### src/rtl/decode_ctrl_pipe_if.sv
// ----------------------------------------------------------------------------
// decode_ctrl_pipe_if
//   Bundles the ID-side handshake and the registered EX control outputs of
//   decode_ctrl_pipe. GPIO_CH must match the GPIO_CH of the attached stage.
//
//   Handshake: an instruction in ID transfers into EX at a rising edge when
//   valid_ID && ready_ID are both high in the preceding cycle. valid_ID may
//   be raised at any time and is expected to hold instr_ID stable until the
//   transfer. ready_ID is combinational and drops for flush, stall_EX, or
//   a HI/LO hazard.
//
//   master : upstream/fetch side (drives instr_ID, valid_ID, stall_EX, flush)
//   slave  : the decode stage (drives ready_ID and all *_EX outputs)
// ----------------------------------------------------------------------------
interface decode_ctrl_pipe_if #(
    parameter int GPIO_CH = 4
);
    logic [31:0]        instr_ID;
    logic               valid_ID;
    logic               ready_ID;
    logic               stall_EX;
    logic               flush;
    logic               valid_EX;
    logic [3:0]         alu_op_EX;
    logic [4:0]         shamt_EX;
    logic               enhilo_EX;
    logic [1:0]         regsel_EX;
    logic               regwrite_EX;
    logic               rdrt_EX;
    logic               memwrite_EX;
    logic [1:0]         alu_src_EX;
    logic [GPIO_CH-1:0] gpio_out_EX;
    logic [GPIO_CH-1:0] gpio_in_EX;
    logic               illegal_EX;
    logic               hilo_busy;

    modport master (
        output instr_ID, valid_ID, stall_EX, flush,
        input  ready_ID, valid_EX, alu_op_EX, shamt_EX, enhilo_EX, regsel_EX,
               regwrite_EX, rdrt_EX, memwrite_EX, alu_src_EX, gpio_out_EX,
               gpio_in_EX, illegal_EX, hilo_busy
    );

    modport slave (
        input  instr_ID, valid_ID, stall_EX, flush,
        output ready_ID, valid_EX, alu_op_EX, shamt_EX, enhilo_EX, regsel_EX,
               regwrite_EX, rdrt_EX, memwrite_EX, alu_src_EX, gpio_out_EX,
               gpio_in_EX, illegal_EX, hilo_busy
    );
endinterface

### src/rtl/decode_ctrl_pipe.sv
// ----------------------------------------------------------------------------
// decode_ctrl_pipe
//   ID->EX decode/control stage for the MIPS-subset pipeline. Decodes one
//   instruction per cycle into a registered EX control bundle, tracks a
//   pending multiplier result (HI/LO scoreboard) and maps shamt==0 SRL/SRA
//   onto GPIO write/read channels.
//
//   Ports:
//     clk  - rising-edge clock
//     rst  - asynchronous active-low reset
//     bus  - decode_ctrl_pipe_if.slave: ID handshake in, EX bundle out,
//            hilo_busy (scoreboard counter non-zero)
// ----------------------------------------------------------------------------
module decode_ctrl_pipe #(
    parameter int GPIO_CH  = 4,
    parameter int MULT_LAT = 3
) (
    input  logic              clk,
    input  logic              rst,
    decode_ctrl_pipe_if.slave bus
);
    localparam int CNT_W = $clog2(MULT_LAT + 1);

    localparam logic [3:0] ALU_AND   = 4'b0000;
    localparam logic [3:0] ALU_OR    = 4'b0001;
    localparam logic [3:0] ALU_NOR   = 4'b0010;
    localparam logic [3:0] ALU_XOR   = 4'b0011;
    localparam logic [3:0] ALU_ADD   = 4'b0100;
    localparam logic [3:0] ALU_SUB   = 4'b0101;
    localparam logic [3:0] ALU_MULT  = 4'b0110;
    localparam logic [3:0] ALU_MULTU = 4'b0111;
    localparam logic [3:0] ALU_SLL   = 4'b1000;
    localparam logic [3:0] ALU_SRL   = 4'b1001;
    localparam logic [3:0] ALU_SRA   = 4'b1010;
    localparam logic [3:0] ALU_SLT   = 4'b1100;
    localparam logic [3:0] ALU_SLTU  = 4'b1101;

    typedef struct packed {
        logic [3:0]         alu_op;
        logic [4:0]         shamt;
        logic               enhilo;
        logic [1:0]         regsel;
        logic               regwrite;
        logic               rdrt;
        logic               memwrite;
        logic [1:0]         alu_src;
        logic [GPIO_CH-1:0] gpio_out;
        logic [GPIO_CH-1:0] gpio_in;
        logic               illegal;
    } ctrl_t;

    logic [5:0]         op;
    logic [5:0]         funct;
    logic [4:0]         rs_f;
    logic [4:0]         sh_f;
    logic [GPIO_CH-1:0] ch_onehot;
    logic               ch_ok;
    ctrl_t              dec;
    logic               dec_mult;
    logic               dec_hilo;
    logic               bad;
    ctrl_t              ex_q;
    logic               valid_q;
    logic [CNT_W-1:0]   cnt;
    logic               hilo_busy;
    logic               hazard;
    logic               ready;
    logic               accept;

    assign op    = bus.instr_ID[31:26];
    assign rs_f  = bus.instr_ID[25:21];
    assign sh_f  = bus.instr_ID[10:6];
    assign funct = bus.instr_ID[5:0];

    // GPIO channel comes from the rs field; out-of-range shifts to zero.
    assign ch_onehot = GPIO_CH'(1) << rs_f;
    assign ch_ok     = (32'(rs_f) < 32'(GPIO_CH));

    always_comb begin
        dec      = '0;
        dec_mult = 1'b0;
        dec_hilo = 1'b0;
        bad      = 1'b0;
        if (bus.instr_ID == 32'd0) begin
            // NOP: valid slot, everything disabled.
        end else if (op == 6'b000000) begin
            dec.regwrite = 1'b1;
            case (funct)
                6'b100000, 6'b100001: dec.alu_op = ALU_ADD;
                6'b100010, 6'b100011: dec.alu_op = ALU_SUB;
                6'b011000, 6'b011001: begin
                    dec.alu_op   = funct[0] ? ALU_MULTU : ALU_MULT;
                    dec.enhilo   = 1'b1;
                    dec.regwrite = 1'b0;
                    dec_mult     = 1'b1;
                    dec_hilo     = 1'b1;
                end
                6'b100100: dec.alu_op = ALU_AND;
                6'b100101: dec.alu_op = ALU_OR;
                6'b100111: dec.alu_op = ALU_NOR;
                6'b100110: dec.alu_op = ALU_XOR;
                6'b000000: begin
                    dec.alu_op = ALU_SLL;
                    dec.shamt  = sh_f;
                end
                6'b000010: begin
                    // shamt==0 SRL doubles as a GPIO write.
                    dec.alu_op = ALU_SRL;
                    dec.shamt  = sh_f;
                    if (sh_f == 5'd0) begin
                        if (ch_ok) dec.gpio_out = ch_onehot;
                        else       bad = 1'b1;
                    end
                end
                6'b000011: begin
                    // shamt==0 SRA doubles as a GPIO read into the regfile.
                    dec.alu_op = ALU_SRA;
                    dec.shamt  = sh_f;
                    if (sh_f == 5'd0) begin
                        if (ch_ok) begin
                            dec.gpio_in = ch_onehot;
                            dec.regsel  = 2'd3;
                        end else begin
                            bad = 1'b1;
                        end
                    end
                end
                6'b010000: begin
                    dec.regsel = 2'd1;
                    dec_hilo   = 1'b1;
                end
                6'b010010: begin
                    dec.regsel = 2'd2;
                    dec_hilo   = 1'b1;
                end
                6'b101010: dec.alu_op = ALU_SLT;
                6'b101011: dec.alu_op = ALU_SLTU;
                default:   bad = 1'b1;
            endcase
        end else begin
            dec.rdrt     = 1'b1;
            dec.regwrite = 1'b1;
            case (op)
                6'b001000, 6'b001001: begin
                    dec.alu_op  = ALU_ADD;
                    dec.alu_src = 2'd1;
                end
                6'b001010: begin
                    dec.alu_op  = ALU_SLT;
                    dec.alu_src = 2'd1;
                end
                6'b001100: begin
                    dec.alu_op  = ALU_AND;
                    dec.alu_src = 2'd2;
                end
                6'b001101: begin
                    dec.alu_op  = ALU_OR;
                    dec.alu_src = 2'd2;
                end
                6'b001110: begin
                    dec.alu_op  = ALU_XOR;
                    dec.alu_src = 2'd2;
                end
                6'b001111: begin
                    dec.alu_op  = ALU_SLL;
                    dec.shamt   = 5'd16;
                    dec.alu_src = 2'd2;
                end
                default: bad = 1'b1;
            endcase
        end
        // Illegal encodings carry only the flag so nothing downstream fires.
        if (bad) begin
            dec         = '0;
            dec.illegal = 1'b1;
        end
    end

    assign hilo_busy = (cnt != '0);
    assign hazard    = bus.valid_ID && dec_hilo && hilo_busy;
    assign ready     = !bus.flush && !bus.stall_EX && !hazard;
    assign accept    = bus.valid_ID && ready;

    always_ff @(posedge clk or negedge rst) begin
        if (!rst) begin
            ex_q    <= '0;
            valid_q <= 1'b0;
        end else if (bus.flush) begin
            ex_q    <= '0;
            valid_q <= 1'b0;
        end else if (bus.stall_EX) begin
            ex_q    <= ex_q;
            valid_q <= valid_q;
        end else if (accept) begin
            ex_q    <= dec;
            valid_q <= 1'b1;
        end else begin
            ex_q    <= '0;
            valid_q <= 1'b0;
        end
    end

    // A mult is never accepted while busy, so the load only happens from 0.
    // Flush leaves the counter running: a killed mult just idles HI/LO longer.
    always_ff @(posedge clk or negedge rst) begin
        if (!rst) begin
            cnt <= '0;
        end else if (accept && dec_mult) begin
            cnt <= CNT_W'(MULT_LAT);
        end else if (hilo_busy && !bus.stall_EX) begin
            cnt <= cnt - CNT_W'(1);
        end
    end

    assign bus.ready_ID    = ready;
    assign bus.valid_EX    = valid_q;
    assign bus.alu_op_EX   = ex_q.alu_op;
    assign bus.shamt_EX    = ex_q.shamt;
    assign bus.enhilo_EX   = ex_q.enhilo;
    assign bus.regsel_EX   = ex_q.regsel;
    assign bus.regwrite_EX = ex_q.regwrite;
    assign bus.rdrt_EX     = ex_q.rdrt;
    assign bus.memwrite_EX = ex_q.memwrite;
    assign bus.alu_src_EX  = ex_q.alu_src;
    assign bus.gpio_out_EX = ex_q.gpio_out;
    assign bus.gpio_in_EX  = ex_q.gpio_in;
    assign bus.illegal_EX  = ex_q.illegal;
    assign bus.hilo_busy   = hilo_busy;
endmodule

### src/flat_wrapper.sv
// flat-port wrapper written by rule: the top's interface ports become plain ports
module decode_ctrl_pipe_flat 
#(
    parameter int GPIO_CH  = 4,
    parameter int MULT_LAT = 3
)
  (clk, rst, bus_instr_ID, bus_valid_ID, bus_stall_EX, bus_flush, bus_ready_ID, bus_valid_EX, bus_alu_op_EX, bus_shamt_EX, bus_enhilo_EX, bus_regsel_EX, bus_regwrite_EX, bus_rdrt_EX, bus_memwrite_EX, bus_alu_src_EX, bus_gpio_out_EX, bus_gpio_in_EX, bus_illegal_EX, bus_hilo_busy);
  decode_ctrl_pipe_if #(.GPIO_CH(GPIO_CH)) bus_i ();
  input  logic clk;
  input  logic rst;
  input wire logic [$bits(bus_i.instr_ID)-1:0] bus_instr_ID;
  input wire logic [$bits(bus_i.valid_ID)-1:0] bus_valid_ID;
  input wire logic [$bits(bus_i.stall_EX)-1:0] bus_stall_EX;
  input wire logic [$bits(bus_i.flush)-1:0] bus_flush;
  output wire logic [$bits(bus_i.ready_ID)-1:0] bus_ready_ID;
  output wire logic [$bits(bus_i.valid_EX)-1:0] bus_valid_EX;
  output wire logic [$bits(bus_i.alu_op_EX)-1:0] bus_alu_op_EX;
  output wire logic [$bits(bus_i.shamt_EX)-1:0] bus_shamt_EX;
  output wire logic [$bits(bus_i.enhilo_EX)-1:0] bus_enhilo_EX;
  output wire logic [$bits(bus_i.regsel_EX)-1:0] bus_regsel_EX;
  output wire logic [$bits(bus_i.regwrite_EX)-1:0] bus_regwrite_EX;
  output wire logic [$bits(bus_i.rdrt_EX)-1:0] bus_rdrt_EX;
  output wire logic [$bits(bus_i.memwrite_EX)-1:0] bus_memwrite_EX;
  output wire logic [$bits(bus_i.alu_src_EX)-1:0] bus_alu_src_EX;
  output wire logic [$bits(bus_i.gpio_out_EX)-1:0] bus_gpio_out_EX;
  output wire logic [$bits(bus_i.gpio_in_EX)-1:0] bus_gpio_in_EX;
  output wire logic [$bits(bus_i.illegal_EX)-1:0] bus_illegal_EX;
  output wire logic [$bits(bus_i.hilo_busy)-1:0] bus_hilo_busy;
  assign bus_i.instr_ID = bus_instr_ID;
  assign bus_i.valid_ID = bus_valid_ID;
  assign bus_i.stall_EX = bus_stall_EX;
  assign bus_i.flush = bus_flush;
  assign bus_ready_ID = bus_i.ready_ID;
  assign bus_valid_EX = bus_i.valid_EX;
  assign bus_alu_op_EX = bus_i.alu_op_EX;
  assign bus_shamt_EX = bus_i.shamt_EX;
  assign bus_enhilo_EX = bus_i.enhilo_EX;
  assign bus_regsel_EX = bus_i.regsel_EX;
  assign bus_regwrite_EX = bus_i.regwrite_EX;
  assign bus_rdrt_EX = bus_i.rdrt_EX;
  assign bus_memwrite_EX = bus_i.memwrite_EX;
  assign bus_alu_src_EX = bus_i.alu_src_EX;
  assign bus_gpio_out_EX = bus_i.gpio_out_EX;
  assign bus_gpio_in_EX = bus_i.gpio_in_EX;
  assign bus_illegal_EX = bus_i.illegal_EX;
  assign bus_hilo_busy = bus_i.hilo_busy;
  decode_ctrl_pipe #(.GPIO_CH(GPIO_CH), .MULT_LAT(MULT_LAT)) u_core (.clk(clk), .rst(rst), .bus(bus_i));
endmodule
### config.mk
export PLATFORM = sky130hd
export DESIGN_NAME = decode_ctrl_pipe_flat
export DESIGN_NICKNAME = d
export VERILOG_FILES = /design/src/rtl/decode_ctrl_pipe_if.sv /design/src/rtl/decode_ctrl_pipe.sv /design/src/flat_wrapper.sv
export SDC_FILE = /design/constraint.sdc
export NUM_CORES = 1
export LEC_CHECK = 0
export ABC_AREA = 0
export CORE_AREA = 2 2 82 53
export CTS_BUF_LIST = sky130_fd_sc_hd__clkbuf_4 sky130_fd_sc_hd__clkbuf_8
export CTS_CLUSTER_DIAMETER = 200
export DETAILED_ROUTE_END_ITERATION = 10
export DIE_AREA = 0 0 84 55
export GPL_TIMING_DRIVEN = 1
export PLACE_DENSITY = 0.78
export SLEW_MARGIN = 25
export SYNTH_ARGS = -nofsm -noshare
export SYNTH_HDL_FRONTEND = slang
export SYNTH_SLANG_ARGS = --single-unit
### constraint.sdc
create_clock -name clk -period 3.7 [get_ports clk]
set_input_delay 1.11 -clock clk [delete_from_list [all_inputs] [get_ports clk]]
set_output_delay 1.11 -clock clk [all_outputs]
set_load 0.01 [all_outputs]
Word level (Yosys, flattened, before mapping). Index checks and enable logic that the tools add are counted.

Latch bits: 0. Input bits: 37. Output and inout bits: 29. Memory bits (writable): 0. Memories: 0. Memory bits (read-only): 0. Register bits after elaboration: 29.

Div/mod/pow operators: 0. Multiplexer cells: 43. Shifts and indexed selects: 1. Multiply operators: 0. Eq/ne operators: 24. Bitwise gates (word level): 0. Add/subtract/negate cells: 1. Reductions and logical operators: 27. Magnitude comparators: 1.

Operator list (count): 26-bit two-way mux (4); 6-bit == test (second input constant) (10); 4-bit case mux with 11 select lines (1); 6-bit by 4-bit == test with 1-bit output (second input constant) (7); 32-bit logical NOT (1); 6-bit by 5-bit == test with 1-bit output (second input constant) (4); 4-bit case mux with 5 select lines (1); 1-bit two-way mux (18); 4-bit two-way mux (4); 15-bit OR reduction (1); 14-bit two-way mux (1); 6-bit by 2-bit == test with 1-bit output (second input constant) (2); 6-bit logical NOT (2); 10-bit two-way mux (1); 2-bit two-way mux (5); 5-bit two-way mux (2); 2-bit OR reduction (5); 9-bit two-way mux (1); 8-bit two-way mux (1); 4-bit OR reduction (2); 1-bit logical AND (7); 7-bit OR reduction (1); 2-bit case mux with 3 select lines (1); 3-bit OR reduction (2); 10 further kinds (13).

Logic depth before layout (Yosys ltp).
Word-level depth: 13. Gate-level depth with buffers: 7. Gate-level depth less buffers: 7.

Worst setup path before layout. OpenSTA, ideal clock, no wires.

Path type: input to output. From: input bus_instr_ID[26]. To: output bus_ready_ID. Stages: 6. Path slack: 0.290 ns. Data required time: 2.590 ns. Arrival time: 2.300 ns. Cell sequence: buf_6 > or4_4 > or2_0 > buf_6 > nor2_1 > a211oi_1.

Longest elaborated chain between the ends: 7.

RTL lines: from (decl) (RTL line flat_wrapper.sv:11) `input wire logic [$bits(bus_i.instr_ID)-1:0] bus_instr_ID;`; 6-bit logical NOT (RTL line decode_ctrl_pipe.sv:86) `end else if (op == 6'b000000) begin`; 1-bit two-way mux (RTL line decode_ctrl_pipe.sv:86); 1-bit two-way mux (*) (RTL line decode_ctrl_pipe.sv:84) `if (bus.instr_ID == 32'd0) begin`; 1-bit logical AND (*) (2 in series) (RTL line decode_ctrl_pipe.sv:180) `assign hazard = bus.valid_ID && dec_hilo && hilo_busy;`; 1-bit logical NOT (*) (RTL line decode_ctrl_pipe.sv:181) `assign ready = !bus.flush && !bus.stall_EX && !hazard;`; 1-bit logical AND (*) (RTL line decode_ctrl_pipe.sv:181); to (decl) (RTL line flat_wrapper.sv:15) `output wire logic [$bits(bus_i.ready_ID)-1:0] bus_ready_ID;`.

Every way passes the cells marked *; elsewhere a longest branch is shown, timed or not.

Worst setup path in the final report.
From: input bus_instr_ID[28]. To: output bus_ready_ID.

Same word-level chain as after synthesis.

==> impl_metrics.csv <==
group,metric,value,unit
run_status,outcome,"complete, no violations",
critical_path,r2r_slack,1.80,ns
global_route,grt_pass1_vias,1520,
worst_hold_path,holdPathStages,2,
synth,synthAdderAreaFrac,1.354,%
detailed_routing,drt_first_pass_iters,4,
synth,yosysWarnings,0,
floorplanning,rows,18,
detailed_routing,drtIter0Drc,89,
global_route,antenna_found_initial,0,
placement,dp_slack,-0.4771,ns
floorplanning,dieHeight,55,um
layout,diodes,0,
layout,layout-drive-gt1-share,15.48,%
critical_path,r2r.worst_path.cells,8,
critical_path,r2r-end,"u_core.bus.gpio_out_EX[3]",
sta,drv_slew,0,
clock_network,clk_root_buffer_cell,"clkbuf_8",
critical_path,worst_ep_arrival_time,2.50,ns
synth,avgSynthCellArea,9.557,um2
synth,syn_area,0.001663,mm2
sta,fin_skew,0.005492,ns
clock_network,clock_sinks,28,
detailed_routing,wl_per_cell,15.00,um
detailed_routing,drc,0,
critical_path,cp-end-kind,"output port",
critical_path,r2r_start,"u_core.cnt[0]",
power,powerDensity,275.9,mW/mm2
critical_path,crit_family,"simple AND/OR/NAND/NOR gates",
synth,synthCells,174,
sta,rsz0062_at_grt,"no",
global_route,grtUsageTotal,20.25,%
floorplanning,start_util,42.68,%
global_route,grt_max_degree,29,
detailed_routing,ant_nets,0,
synth,synth_top_family_by_area,"simple AND/OR/NAND/NOR gates",
synth,async_reset_ff_share,100.0,%
sta,setup_viol,0,
sta,hold_viol,0,
critical_path,path_depth,6,
layout,finalCoreUtilization,64.93,%
worst_hold_path,hp-class,"register to register",
worst_hold_path,hold_end,"u_core.bus.regsel_EX[0]",
clock_network,insertion_delay,0.27,ns
sta,worstMarginPinSlew,0.6564,ns
global_route,grt_pass1_wl,7348,um
floorplanning,io_pins,66,
layout,nets,291,
sta,finalCriticalPeriod,3.606,ns
clock_network,cts_max_path_buffers,2,
job,maxCapViolations,0,
synth,synth_xor_area_share,2.107,%
sta,setup_tns,0,ns
worst_hold_path,worstHoldStart,"u_core.bus.regsel_EX[0]",
placement,gp_congestion,0.8847,
floorplanning,core-area,0.003896,mm2
critical_path,critical_path.n_buffers_inverters,2,
sta,period_share,97.47,%
synth,synth-edff-count,0,
clock_network,htreeDepth,1,
floorplanning,fp.dieArea,0.004620,mm2
clock_network,cts_tree,"done",
power,ir_worst_vdd,0.1683,mV
critical_path,crit_chain,"dlygate4sd2_1 -> or4_4 -> or2_4 -> nor2_4 -> a211oi_2 -> buf_2",
placement,port-buffer-count,64,
detailed_routing,via_per_inst,5.411,
clock_network,clk_pin_slew,0.09,ns
sta,setup_ws,0.09374,ns
sta,max_clock_freq,277.3,MHz
critical_path,critPathKind,"input port to output port",
synth,postSynthRegisterBits,28,
synth,synth_simple_gate_area_share,26.86,%
placement,dpl.hpwl,3520,um
synth,synth.area.mux_share,0.6020,%
clock_network,cts_buffers,3,
layout,fin_area,0.002530,mm2
layout,area_delta_synth_final,52.14,%
critical_path,crit_fanout,2,
critical_path,startpoint_type,"input port",
global_route,grt_overflow,0,
floorplanning,dieWidth,84,um
synth,synthesis.nets,212,
synth,ys.flop_type,"dfrtp_1",
detailed_routing,drt_wl_total,4530,um
synth,synth_compound_area_share,21.97,%
synth,ys_types,55,
placement,place_area,0.002452,mm2
critical_path,cp_slowest_stage_delay,0.54,ns
detailed_routing,vias,1634,
sta,slew_headroom,56.14,%
synth,synth_seq_area_share,42.14,%
critical_path,crit_required,2.59,ns
critical_path,critPathSlowestCell,"or4_4",
power,leakagePower,1.072,nW
-- per-layer routing --
layer | routed length [um] | part of all wire, % | global-route usage [%]
met3 | 334 | 7.4 | 4.451
met5 | 0 | 0 | 0
met2 | 1931 | 43 | 33.07
met1 | 2249 | 50 | 29.01
met4 | 14 | 0.31 | 2.419
-- how the worst max path moves through the flow --
stage | from | endpoint
after floorplan | bus_instr_ID[26] | bus_ready_ID
after global placement | bus_instr_ID[27] | bus_ready_ID
after detailed placement | bus_instr_ID[27] | bus_ready_ID
after CTS | bus_instr_ID[27] | bus_ready_ID
after global routing | bus_instr_ID[28] | bus_ready_ID
final | bus_instr_ID[28] | bus_ready_ID
-- power breakdown --
group | total, mW | switching, mW | internal [mW]
combinational | 0.185 | 0.0889 | 0.0961
sequential | 0.326 | 0.00719 | 0.319
clock | 0.187 | 0.0914 | 0.0953
-- per-stage QoR --
step | total power [mW] | hold slack [ns] | instances
4_1_cts | 0.6971 | 0.4888 | 302
6_report | 0.6980 | 0.4800 | 302
3_3_place_gp | 0.5081 | 0.4655 | 297
2_1_floorplan | 0.4163 | 0.4797 | 174
5_1_grt | 0.7300 | 0.4996 | 302
3_5_place_dp | 0.5152 | 0.4667 | 297
-- final cells by class --
| cell class | count | area (um2) |
|---|---|---|
| Fill cell | 322 | 1366 |
| Sequential cell | 28 | 700.7 |
| Tap cell | 50 | 62.56 |
| Timing Repair Buffer | 84 | 784.5 |
| Inverter | 6 | 22.52 |
| Clock buffer | 4 | 55.05 |
| Multi-Input combinational cell | 130 | 904.6 |
-- cells in the final DEF (no fill, tap or decap), drive strengths merged, types with 4 or more instances in the layout --
| master | count |
|---|---|
| dfrtp | 28 |
| nor4 | 5 |
| o21ai | 11 |
| inv | 6 |
| clkbuf | 4 |
| nor2b | 4 |
| nor2 | 13 |
| buf | 21 |
| nand2 | 19 |
| a22o | 10 |
| nand2b | 4 |
| clkdlybuf4s50 | 59 |
| nor3 | 6 |
-- tightest hold or removal path: stages (launching register included) --
cell     delay [ns]
dfrtp_1        0.35
nand2_1        0.05
o31ai_1        0.05
-- flip-flops by register name, indices dropped and copies added (netlist names), 2 cells and up --
name and count:
u_core.cnt 2, u_core.bus.alu_src_EX 2, u_core.bus.gpio_out_EX 4, u_core.bus.gpio_in_EX 4, u_core.bus.alu_op_EX 4, u_core.bus.regsel_EX 2, u_core.bus.shamt_EX 5
-- kinds of logic (layout without fill, tap and decap cells) --
| logic type | after synthesis | in the layout |
|---|---|---|
| DFF | 28 | 28 |
| adders and majority gates | 2 | 2 |
| AOI/OAI and AO/OA | 46 | 46 |
| muxes | 1 | 1 |
| and+or+nand+nor | 76 | 76 |
| xor gates and xnor gates | 4 | 4 |
| other | 1 | 1 |
| buffers and inverters | 16 | 94 |
-- synthesized netlist by cell type (4+ instances only) --
cell | instances | share of area (%)
inv_1 | 6 | 1.4
nand2b_1 | 4 | 1.5
clkbuf_1 | 7 | 1.6
o21ai_1 | 5 | 1.5
nor2_1 | 13 | 2.9
dfrtp_1 | 28 | 42
nand2_1 | 19 | 4.3
o21ai_0 | 5 | 1.5
nor4_1 | 5 | 1.9
a22o_1 | 10 | 5.3
nor3_1 | 5 | 1.5
nor2b_1 | 4 | 1.5
-- repair_timing --
action / 4_1_cts / 5_1_grt
buffers inserted: 1 / 0
gates resized for setup: 9 / 5
pin swaps: 3 / 3
setup endpoints to repair: 1 / 1
hold buffers: 0 / 0
gates cloned: 0 / 0
No activity file was read; power rests on OpenSTA's default activity.
==> patch 1, RTL diff (same settings) <==
`GPIO_CH` is set to 4 in 3 places; all go to 8.
--- a/src/rtl/decode_ctrl_pipe_if.sv
+++ b/src/rtl/decode_ctrl_pipe_if.sv
@@ -14,5 +14,5 @@
 // ----------------------------------------------------------------------------
 interface decode_ctrl_pipe_if #(
-    parameter int GPIO_CH = 4
+    parameter int GPIO_CH = 8
 );
     logic [31:0]        instr_ID;
--- a/src/rtl/decode_ctrl_pipe.sv
+++ b/src/rtl/decode_ctrl_pipe.sv
@@ -13,5 +13,5 @@
 // ----------------------------------------------------------------------------
 module decode_ctrl_pipe #(
-    parameter int GPIO_CH  = 4,
+    parameter int GPIO_CH  = 8,
     parameter int MULT_LAT = 3
 ) (
--- a/src/flat_wrapper.sv
+++ b/src/flat_wrapper.sv
@@ -2,5 +2,5 @@
 module decode_ctrl_pipe_flat 
 #(
-    parameter int GPIO_CH  = 4,
+    parameter int GPIO_CH  = 8,
     parameter int MULT_LAT = 3
 )
Interface: changed (resized bus_gpio_in_EX and bus_gpio_out_EX); port bits go from 66 to 74. The function was not compared with the original's and may differ.
==> patch 1 against the original RTL <==
  * Power grew 27%
  * Wire length rose by 27%
  * Sequential power increased by 27%
  * Register-to-register slack gained 0.04 ns
  * First-iteration DRC count up 40%
  * Setup slack improved by 0.010 ns
  * Cell area grew 23%
  * Sequential cell count is 8 higher
  * Area after synthesis is 21% higher
  * Critical endpoint unchanged
==> patch 1: results (changes against the original RTL) <==
qor: timing.timing.clock.skew 0.005773 ns [was 0.005492 ns]
qor: yosys.synth-seq-area-share 44.69% [was 42.14%]
qor: global_route.use_met1 37.56% [was 29.01%]
qor: place.numPortBuffers 72 [was 64]
qor: clock_network.htree_levels 2 [was 1]
qor: yosys.synthDistinctLibCells 46 [was 55]
qor: power.leakage_power_figure 1.247 nW [was 1.072 nW]
qor: global_route.grt_first_pass_wirelength 9163 µm [was 7348 µm]
qor: status.run_status finished clean [unchanged]
qor: place.dp_hpwl 4207 µm [was 3520 µm]
qor: place.dp_worst_setup_slack -0.2178 ns [was -0.4771 ns]
qor: layout.drive_above_1_share 16.26% [was 15.48%]
qor: yosys.synth.top_cells.by_area sky130_fd_sc_hd__dfrtp_1 (45%), sky130_fd_sc_hd__nand2_1 (7.1%), sky130_fd_sc_hd__o21ai_1 (4.2%) [was sky130_fd_sc_hd__dfrtp_1 (42%), sky130_fd_sc_hd__a22o_1 (5.3%), sky130_fd_sc_hd__nand2_1 (4.3%)]
qor: routing.first_iter_violations 125 [was 89]
qor: global_route.grt.total_usage 26.31% [was 20.25%]
qor: routing.route.vias.total 2095 [was 1634]
qor: clock_network.clock_insertion_delay_worst_skew 0.29 ns [was 0.27 ns]
qor: setup_path.critical-path-slowest-cell sky130_fd_sc_hd__clkdlybuf4s50_1 [was sky130_fd_sc_hd__or4_4]
qor: place.place_congestion 0.9234 [was 0.8847]
qor: routing.routedWlPerCell 15.30 µm [was 15.00 µm]
qor: layout.fillerInstances 273 [was 322]
qor: yosys.synth_nets 268 [was 212]
qor: min_path.hp-start u_core.bus.gpio_out_EX[2] [was u_core.bus.regsel_EX[0]]
qor: clock_network.clk_pin_slew 0.07 ns [was 0.09 ns]
qor: timing.worst_slew_margin_rel 52.59% [was 56.14%]
qor: global_route.use_met2 39.07% [was 33.07%]
qor: setup_path.reg2reg_setup_slack 1.84 ns [was 1.80 ns]
qor: yosys.yosys-top-cells-count sky130_fd_sc_hd__nand2_1 (38), sky130_fd_sc_hd__dfrtp_1 (36), sky130_fd_sc_hd__o21ai_1 (17) [was sky130_fd_sc_hd__dfrtp_1 (28), sky130_fd_sc_hd__nand2_1 (19), sky130_fd_sc_hd__nor2_1 (13)]
qor: min_path.hold_end u_core.bus.gpio_out_EX[2] [was u_core.bus.regsel_EX[0]]
qor: power.power.share.switching 26.81% [was 26.86%]
qor: layout.fin_nets 363 [was 291]
qor: setup_path.cp_max_fo 3 [was 2]
==> patch 1: metal layers <==
layer,vias to the layer above,wire length [µm]
li1,1017,-
met1,996,2844
met2,77,2408
met3,5,436
met4,0,64
met5,-,0
==> patch 1: worst min-delay path, stage by stage, from the launching register on <==
cell and delay, ns:
sky130_fd_sc_hd__dfrtp_1 0.34, sky130_fd_sc_hd__nand2_1 0.06, sky130_fd_sc_hd__o31ai_2 0.05
==> patch 1: repair_timing <==
action,4_1_cts,5_1_grt
gates resized for setup,3,6
buffers inserted,6,1
endpoints found under the setup margin,1,25
pin swaps,2,3
==> patch 1: final cells by class <==
cell class | instances | area share (%)
Clock buffer | 6 | 2.665
Clock inverter | 2 | 0.3230
Inverter | 5 | 0.6056
Multi-Input combinational cell | 174 | 34.07
Sequential cell | 36 | 29.07
Tap cell | 50 | 2.019
Timing Repair Buffer | 103 | 31.25
==> patch 1: power by group through the flow <==
stage          sequential (mW)  combinational, mW  clock (mW)
3_5_place_dp             0.422              0.182           0
2_1_floorplan            0.421             0.0867           0
6_report                 0.414              0.187       0.287
5_1_grt                  0.416              0.207       0.310
4_1_cts                  0.414              0.183       0.293
3_3_place_gp             0.421              0.178           0
==> patch 1: worst max path at each step <==
stage	from	end	slack, ns	cells after the start
final	bus_instr_ID[3]	bus_ready_ID	0.10	6
after global routing	bus_instr_ID[3]	bus_ready_ID	-0.02	6
after CTS	bus_instr_ID[28]	bus_ready_ID	0.002	6
after detailed placement	bus_instr_ID[29]	bus_ready_ID	-0.22	6
after global placement	bus_instr_ID[29]	bus_ready_ID	-0.16	6
after floorplan	bus_instr_ID[1]	bus_ready_ID	0.60	5
==> patch 1: per-stage QoR <==
stage	instances	util, %	hold WS, ns	power, mW	cell area, µm²
2_1_floorplan	230	-	0.4818	0.5073	2016
3_3_place_gp	361	75.18	0.4597	0.5985	2929
6_report	376	79.54	0.4842	0.8874	3099
4_1_cts	375	78.77	0.4879	0.8895	3069
3_5_place_dp	361	75.18	0.4717	0.6037	2929
5_1_grt	376	79.54	0.5079	0.9327	3099
==> patch 1: cells by family after synthesis <==
family | count (synthesis) | share of synthesized area, %
adder cells (fa/ha/maj) | 1 | 0.6206
buffers and inverters | 20 | 4.159
XOR/XNOR | 4 | 1.738
AO/OA/AOI/OAI | 60 | 20.86
AND/OR/NAND/NOR | 106 | 26.75
multiplexers | 2 | 0.9932
flip-flops | 36 | 44.69
other | 1 | 0.1860
==> patch 2, RTL diff (config.mk and constraints unchanged) <==
Made on the original files. Make the reset (`rst`) synchronous in 2 clocked blocks. Comments in the files are not updated.
--- a/src/rtl/decode_ctrl_pipe.sv
+++ b/src/rtl/decode_ctrl_pipe.sv
@@ -182,5 +182,5 @@
     assign accept    = bus.valid_ID && ready;
 
-    always_ff @(posedge clk or negedge rst) begin
+    always_ff @(posedge clk) begin
         if (!rst) begin
             ex_q    <= '0;
@@ -203,5 +203,5 @@
     // A mult is never accepted while busy, so the load only happens from 0.
     // Flush leaves the counter running: a killed mult just idles HI/LO longer.
-    always_ff @(posedge clk or negedge rst) begin
+    always_ff @(posedge clk) begin
         if (!rst) begin
             cnt <= '0;
Function: differs if rst is asserted again (counterexample within 4 cycles, from zero or initial values and one cycle with rst low); with rst held inactive, the same outputs for 10 cycles.
==> patch 2 against the original RTL <==
  * The run now ends with negative setup slack left
  * Wire length increased by 1.8%
  * Setup slack got worse by 0.11 ns
  * Final cell count increased by 6.6%
  * Power decreased by 2.2%
  * Sequential share of layout area decreased by 4.6 points
  * Via count increased by 9.8%
  * Largest cell class unchanged
  * Area after synthesis decreased by 8.1%
  * Hold slack got worse by 0.017 ns
  * Sequential cell count unchanged
  * Core utilization decreased by 2.6 points
  * Cell area decreased by 4.0%
  * Clock power increased by 28%
  * Largest power group unchanged
  * First-iteration DRC count increased by 56%
  * Critical path type unchanged
  * Critical endpoint unchanged
==> patch 2: results (changes against the original RTL) <==
qor: setup_path.critical_path_launch_point bus_instr_ID[28] [unchanged]
qor: global_route.grt_pass1_vias 1564 [was 1520]
qor: yosys.async_reset_ff_share 0% [was 100.0%]
qor: routing.drt_wl_total 4612 µm [was 4530 µm]
qor: timing.final_critical_path_setup_slack -0.02086 ns [was 0.09374 ns]
qor: clock_network.post-cts-setup-buffer-count 0 [was 1]
qor: global_route.m3_gr_usage 5.638% [was 4.451%]
qor: routing.firstDrtPassIters 6 [was 4]
qor: routing.met2_length 1886 µm [was 1931 µm]
qor: min_path.min-delay-path-class reg -> reg [unchanged]
qor: yosys.synth_nets 230 [was 212]
qor: status.failed_checks negative setup slack
qor: global_route.grt.total_usage 20.85% [was 20.25%]
qor: timing.timing_worst_slew_pin_value 0.5096 ns [was 0.6564 ns]
qor: power.leakage_power_figure 0.8687 nW [was 1.072 nW]
qor: timing.setup_viol 1 [was 0]
qor: layout.fin_nets 311 [was 291]
qor: global_route.use_met2 32.67% [was 33.07%]
qor: global_route.grt_max_degree 21 [was 29]
qor: status.run_status finished with violations [was finished clean]
qor: setup_path.r2r_end u_core.bus.alu_op_EX[0] [was u_core.bus.gpio_out_EX[3]]
qor: yosys.synth.top_cells.by_area sky130_fd_sc_hd__dfxtp_1 (37%), sky130_fd_sc_hd__o21ai_0 (6.5%), sky130_fd_sc_hd__a22o_1 (5.2%) [was sky130_fd_sc_hd__dfrtp_1 (42%), sky130_fd_sc_hd__a22o_1 (5.3%), sky130_fd_sc_hd__nand2_1 (4.3%)]
qor: timing.timing.clock.skew 0.003003 ns [was 0.005492 ns]
qor: setup_path.reg2reg_setup_slack 1.91 ns [was 1.80 ns]
qor: place.place_congestion 0.9582 [was 0.8847]
qor: power.vdd_ir_drop_max 0.1624 mV [was 0.1683 mV]
qor: setup_path.r2r.worst_path.cells 6 [was 8]
qor: yosys.synth_top_flop_cell sky130_fd_sc_hd__dfxtp_1 [was sky130_fd_sc_hd__dfrtp_1]
qor: yosys.synthDistinctLibCells 41 [was 55]
qor: layout.drive_above_1_share 15.07% [was 15.48%]
qor: setup_path.worstReg2RegStart u_core.cnt[0] [unchanged]
qor: place.numPortBuffers 64 [unchanged]
qor: routing.wirelength_met1 2250 µm [was 2249 µm]
qor: yosys.yosys-top-cells-count sky130_fd_sc_hd__dfxtp_1 (28), sky130_fd_sc_hd__nand2_1 (20), sky130_fd_sc_hd__o21ai_0 (20) [was sky130_fd_sc_hd__dfrtp_1 (28), sky130_fd_sc_hd__nand2_1 (19), sky130_fd_sc_hd__nor2_1 (13)]
qor: yosys.synth-seq-area-share 36.66% [was 42.14%]
qor: global_route.use_met1 29.85% [was 29.01%]
qor: routing.met3_wirelength 408 µm [was 334 µm]
qor: routing.post_drt_via_cell_ratio 5.571 [was 5.411]
qor: routing.highest_layer met4 [unchanged]
==> patch 2: worst register-to-register path: stages (launching register included) <==
cell and delay (ns):
sky130_fd_sc_hd__dfxtp_1 0.33, sky130_fd_sc_hd__inv_1 0.06, sky130_fd_sc_hd__ha_1 0.28, sky130_fd_sc_hd__nor3_1 0.10
sky130_fd_sc_hd__a21oi_1 0.34, sky130_fd_sc_hd__and3_1 0.42, sky130_fd_sc_hd__a32o_1 0.22
==> patch 2: layout make-up <==
type	instances	area (µm²)
clock buffer	3	41.29
multi-input combinational	149	923.4
fill	351	1466
clock inverter	1	30.03
timing repair buffer	86	793.3
tap	50	62.56
inverter	5	18.77
sequential	28	560.5
==> patch 2: worst min path at each step <==
| stage | start | end | slack [ns] | depth (start not counted) |
|---|---|---|---|---|
| after floorplan | u_core.bus.gpio_in_EX[0] | u_core.bus.gpio_in_EX[0] | 0.48 | 2 |
| after global placement | u_core.bus.gpio_out_EX[1] | u_core.bus.gpio_out_EX[1] | 0.44 | 2 |
| after detailed placement | u_core.bus.gpio_in_EX[0] | u_core.bus.gpio_in_EX[0] | 0.45 | 2 |
| after CTS | u_core.bus.gpio_in_EX[0] | u_core.bus.gpio_in_EX[0] | 0.47 | 2 |
| after global routing | u_core.bus.gpio_in_EX[0] | u_core.bus.gpio_in_EX[0] | 0.49 | 2 |
| final | u_core.bus.regsel_EX[0] | u_core.bus.regsel_EX[0] | 0.46 | 2 |
==> patch 2: logic make-up (layout without fill, tap and decap cells) <==
logic type               Yosys count  in the layout  share of synthesized area [%]
AO/OA/AOI/OAI                     52             52                          23.65
buffers and inverters             15             95                          4.255
XOR/XNOR                           4              4                          2.291
AND/OR/NAND/NOR                   89             89                          30.61
adder cells (fa/ha/maj)            1              1                         0.8182
multiplexers                       2              2                          1.473
other                              1              1                         0.2453
flip-flops                        28             28                          36.66
==> patch 2: timing repair <==
| item | 4_1_cts | 5_1_grt |
|---|---|---|
| pin swaps | 4 | 4 |
| setup endpoints to repair | 1 | 1 |
| resized for setup | 23 | 2 |
==> patch 2: per-stage QoR <==
step / cells / area (µm²) / hold slack [ns] / TNS, ns / worst slack, ns
final: 322 / 2430 / 0.4632 / -0.02086 / -0.02086
after global routing: 322 / 2430 / 0.4864 / -0.08653 / -0.08653
after CTS: 322 / 2429 / 0.4698 / 0 / 0.001828
after detailed placement: 318 / 2351 / 0.4454 / -0.9011 / -0.9011
after global placement: 318 / 2351 / 0.4392 / -0.8505 / -0.8505
after floorplan: 192 / 1529 / 0.4827 / 0 / 0.001772
==> patch 2: power by group <==
group,switching [mW],total (mW),internal [mW]
clock,0.0950,0.240,0.145
sequential,0.00194,0.307,0.305
combinational,0.0633,0.136,0.0731
